`src/rtl/xadc_drp_sequencer.sv`:
```
// Round-robin XADC DRP reader: on each EOC, read the next channel's result and emit it as a one-cycle strobe.
// Latency: eoc -> den 1 cycle, drdy -> sample_valid 1 cycle; one pending EOC buffered, timeouts skip the channel.
module xadc_drp_sequencer #(
    parameter int          NUM_CH    = 4,
    parameter logic [6:0]  BASE_ADDR = 7'h10,
    parameter int          ADC_BITS  = 12,
    parameter int          TIMEOUT   = 63,
    localparam int         CH_W      = (NUM_CH > 1) ? $clog2(NUM_CH) : 1
) (
    input  logic                clk,
    input  logic                reset,
    input  logic                enable,
    input  logic                clear_err,
    input  logic                eoc,
    output logic                den,
    output logic                dwe,
    output logic [6:0]          daddr,
    input  logic                drdy,
    input  logic [15:0]         do_data,
    output logic                sample_valid,
    output logic [ADC_BITS-1:0] sample_data,
    output logic [CH_W-1:0]     sample_ch,
    output logic                busy,
    output logic                timeout_err,
    output logic                overrun_err
);

    localparam logic [1:0] S_IDLE = 2'd0;
    localparam logic [1:0] S_REQ  = 2'd1;
    localparam logic [1:0] S_WAIT = 2'd2;

    localparam logic [CH_W-1:0] LAST_CH  = CH_W'(NUM_CH - 1);
    localparam logic [7:0]      TO_LAST  = 8'(TIMEOUT - 1);

    logic [1:0]      state;
    logic [CH_W-1:0] ch_idx;
    logic [CH_W-1:0] ch_next;
    logic            pending;
    logic [7:0]      cnt;
    logic            start;
    logic            timeout_hit;
    logic            drop;

    assign start       = (state == S_IDLE) && enable && (eoc || pending);
    assign timeout_hit = (state == S_WAIT) && !drdy && (cnt == TO_LAST);
    // A second EOC while one is already buffered is lost.
    assign drop        = (state != S_IDLE) && eoc && pending;
    assign ch_next     = (ch_idx == LAST_CH) ? '0 : ch_idx + CH_W'(1);

    assign den  = (state == S_REQ);
    assign busy = (state != S_IDLE);
    assign dwe  = 1'b0;

    always_ff @(posedge clk) begin
        if (reset) begin
            state        <= S_IDLE;
            ch_idx       <= '0;
            pending      <= 1'b0;
            cnt          <= '0;
            daddr        <= '0;
            sample_valid <= 1'b0;
            sample_data  <= '0;
            sample_ch    <= '0;
            timeout_err  <= 1'b0;
            overrun_err  <= 1'b0;
        end else begin
            sample_valid <= 1'b0;
            case (state)
                S_IDLE: begin
                    if (start) begin
                        state   <= S_REQ;
                        daddr   <= BASE_ADDR + 7'(ch_idx);
                        // Consuming the buffered EOC while a new one arrives keeps it buffered.
                        pending <= eoc && pending;
                    end
                end
                S_REQ: begin
                    state <= S_WAIT;
                    cnt   <= '0;
                end
                S_WAIT: begin
                    if (drdy) begin
                        state        <= S_IDLE;
                        sample_valid <= 1'b1;
                        sample_data  <= do_data[15 -: ADC_BITS];
                        sample_ch    <= ch_idx;
                        ch_idx       <= ch_next;
                    end else if (cnt == TO_LAST) begin
                        state  <= S_IDLE;
                        ch_idx <= ch_next;
                    end else begin
                        cnt <= cnt + 8'd1;
                    end
                end
                default: state <= S_IDLE;
            endcase

            if ((state != S_IDLE) && eoc)
                pending <= 1'b1;

            if (timeout_hit)
                timeout_err <= 1'b1;
            else if (clear_err)
                timeout_err <= 1'b0;

            if (drop)
                overrun_err <= 1'b1;
            else if (clear_err)
                overrun_err <= 1'b0;
        end
    end

endmodule

```
`config.mk`:
```
export PLATFORM = sky130hd
export DESIGN_NAME = xadc_drp_sequencer
export DESIGN_NICKNAME = d
export VERILOG_FILES = /design/src/rtl/xadc_drp_sequencer.sv
export SDC_FILE = /design/constraint.sdc
export NUM_CORES = 1
export LEC_CHECK = 0
export ABC_CLOCK_PERIOD_IN_PS = 1900
export CAP_MARGIN = 10
export CORE_MARGIN = 1.5
export CORE_UTILIZATION = 41
export DETAILED_ROUTE_END_ITERATION = 10
export MAX_ROUTING_LAYER = met4
export PLACE_DENSITY = 0.78
export RECOVER_POWER = 50
export SLEW_MARGIN = 15
export SYNTH_ARGS = -nofsm -noshare
export SYNTH_HDL_FRONTEND = slang
export SYNTH_SLANG_ARGS = --single-unit
```
`constraint.sdc`:
```
create_clock -name clk -period 1.9 [get_ports clk]
set_clock_uncertainty 0.1 [all_clocks]
set_input_delay 0.19 -clock clk [delete_from_list [all_inputs] [get_ports clk]]
set_output_delay 0.19 -clock clk [all_outputs]
set_load 0.03 [all_outputs]
```
==> reports/qor.yml <==
status:
  outcome: "finished clean"
route:
  avgRoutedWirePerCell_um: 11.7
  finalWirelength_mm: 3.18
  first_pass_iters: 4
  drtIter0Drc: 66
  ant_nets: 0
  post-route-drc-count: 0
  viasPerCell: 4.97
  num_vias: 1352
cells_and_area:
  layout.nets: 254
  layout_common_cells: "nand2_1 (35), dfxtp_1 (32), clkdlybuf4s50_1 (31)"
  syn_to_final_growth_pct: 38.6
  diodes: 0
  layout_commonest_cell: "nand2_1"
  drive_gt1_share_pct: 11.1
sta:
  rsz0062_at_grt: "false"
  hold_slack_ns: 0.293
  period_share_pct: 94.4
  finalSetupViolCount: 0
  layout_min_cycle_time_ns: 1.79
  maxSlewViolCount: 0
  max_clock_freq_mhz: 558
  finalHoldViolations: 0
  setup_tns_ns: 0
global_route:
  grt_pass1_wl_mm: 5.51
  grt_overflow: 0
  track_usage_pct: 17.7
  grt_pass1_vias: 1276
  grt_max_degree: 35
  antenna_found_initial: 0
worst_setup_path:
  crit_start: "cnt[0]$_SDFFE_PP0P_"
  crit_arrival_ns: 1.94
  r2r_end: "cnt[4]$_SDFFE_PP0P_"
  ff2ff_setup_slack_ns: 0.11
  crit_buf_inv: 1
  path_depth: 6
  crit_end: "cnt[4]$_SDFFE_PP0P_"
  worstPathRequired_ns: 2.05
  crit_chain: "inv_1 > ha_1 > nor3b_2 > a21bo_2 > or3_4 > o32ai_2"
  critPathKind: "reg2reg"
  critPathMaxStageDelay_ns: 0.39
  critPathLaunchType: "flop"
  crit_family: "simple AND/OR/NAND/NOR gates"
  r2r_start: "cnt[0]$_SDFFE_PP0P_"
  crit_fanout: 5
  worstRegToRegCells: 6
  slowest_stage: "or3_4"
  worst_setup_path_end_kind: "flop"
place:
  globalplace.congestion: 0.901
  io_buffers: 39
  dp_hpwl_mm: 2.23
flow_run:
  cap_viol_max_count: 0
clocking:
  cts_buffers: 5
  h-tree-depth: 2
  path_clk_slew_ns: 0.11
  cts-root-buf: "clkbuf_4"
  ctsHoldBuffers: 0
  insertion_delay_ns: 0.34
  tritoncts: "yes"
  clock_sinks: 33
  clockBufferDepth: 2
  cts_setup_buffers: 0
yosys:
  synth.area.top_cells: "dfxtp_1 (44%), nand2_1 (8.8%), a21oi_1 (7.7%), ha_1 (5.9%), nand2b_1 (2.9%)"
  yosys.area.top_type: "dfxtp_1"
  yosysWarnings: 0
  ys_seq_area_share_pct: 44.3
  synth-seq-cells: 33
  synth_top_area_share_pct: 44.3
  synth_cell_types: 38
  postSynthCellCount: 176
  netlist_area_um2: 1490
  avgSynthCellArea_um2: 8.48
floorplan:
  pin_count: 49
  die_area_um2: 4010
  core_area_um2: 3420
  dieHeight_um: 63.3
  rows: 21
  die_x_um: 63.3
  initial_core_util_pct: 43.7
pwr:
  power_density_nw_per_um2: 955
  max-vdd-ir-drop_uv: 774
  power_leakage_nw: 0.788
hold_path:
  hold_class: "in2reg"
report_power, final:
part	total [W]	leakage, nW	switching (W)	internal (W)
Clock	0.000551	0.0455	0.000237	0.000314
Combinational	0.000658	0.475	0.000378	0.000279
Sequential	0.000768	0.267	0.0000286	0.000739
flip-flops by register name (all words and copies together), names as in the netlist:
| name | cells |
|---|---|
| ch_idx | 2 |
| cnt | 8 |
| daddr | 3 |
| overrun_err | 1 |
| pending | 1 |
| sample_ch | 2 |
| sample_data | 12 |
| sample_valid | 1 |
| state | 2 |
| timeout_err | 1 |
how the worst min path moves through the flow:
stage	start	end	slack, ns	cells after the start
finish	do_data[11]	sample_data[7]$_SDFFE_PP0P_	0.29	3
global route	do_data[13]	sample_data[9]$_SDFFE_PP0P_	0.27	3
CTS	do_data[9]	sample_data[5]$_SDFFE_PP0P_	0.28	3
detailed placement	daddr[4]$_SDFFE_PP0P_	daddr[4]$_SDFFE_PP0P_	0.34	2
global placement	daddr[4]$_SDFFE_PP0P_	daddr[4]$_SDFFE_PP0P_	0.34	2
floorplan	do_data[15]	sample_data[11]$_SDFFE_PP0P_	0.23	2
layout make-up:
type | count | area (um2)
Clock buffer | 7 | 55.1
Clock inverter | 1 | 30.0
Fill cell | 317 | 1350
Inverter | 8 | 30.0
Multi-Input combinational cell | 127 | 769
Sequential cell | 33 | 662
Tap cell | 46 | 57.6
Timing Repair Buffer | 50 | 465
tightest hold or removal path, cell delays in order:
cell and delay [ns]:
clkdlybuf4s50_1 0.40, nand2_1 0.06, a21oi_1 0.05
stage by stage:
step	cell area (um2)	setup slack [ns]	power [W]	std cells	utilization, %
2_1_floorplan	1510	0.126	0.00120	180	-
3_3_place_gp	1970	0.115	0.00145	264	57.5
3_5_place_dp	1970	0.0860	0.00146	264	57.5
4_1_cts	2050	0.0545	0.00199	272	60.0
5_1_grt	2070	0.0178	0.00210	272	60.6
6_report	2070	0.106	0.00198	272	60.6
layer usage:
layer / routed length, um / global-route usage, % / vias to the layer above
met4: 41 / 7.61 / 0
li1: - / - / 695
met3: 107 / 5.36 / 5
met2: 1520 / 27.9 / 30
met1: 1510 / 20.9 / 622
met5: 0 / - / -
Yosys cell counts, drive strengths merged:
master / number
a22oi: 2
dfxtp: 33
and4: 1
a32oi: 1
a21bo: 1
nor2b: 4
nand3b: 2
o21a: 1
buf: 8
nand2: 35
ha: 7
o41ai: 1
o21bai: 1
mux2i: 4
clkbuf: 4
nand4bb: 1
and2: 1
or2: 1
o21ai: 5
a21oi: 23
o22ai: 2
or4: 1
nor2: 6
nor4: 2
o311ai: 1
nor3b: 1
inv: 8
o211ai: 2
nand2b: 7
o31ai: 2
nand3: 2
nand4: 3
o32ai: 1
conb: 1
or3: 1
cell families (layout without fill, tap and decap cells):
group                      count (synthesis)  count (layout)  share of synthesized area, %
AOI/OAI and AO/OA                         43              43                          17.3
adders and majority gates                  7               7                          5.87
buffers and inverters                     20              66                          6.87
DFF                                       33              33                          44.3
muxes                                      4               4                          2.68
other                                      1               5                         0.251
and+or+nand+nor                           68              68                          22.8
repair_timing:
| item | in CTS | in global routing |
|---|---|---|
| gates resized for setup | 2 | 7 |
| pin swaps | 0 | 1 |
| endpoints found under the setup margin | 2 | 7 |
(Power assumes the default switching activity.)
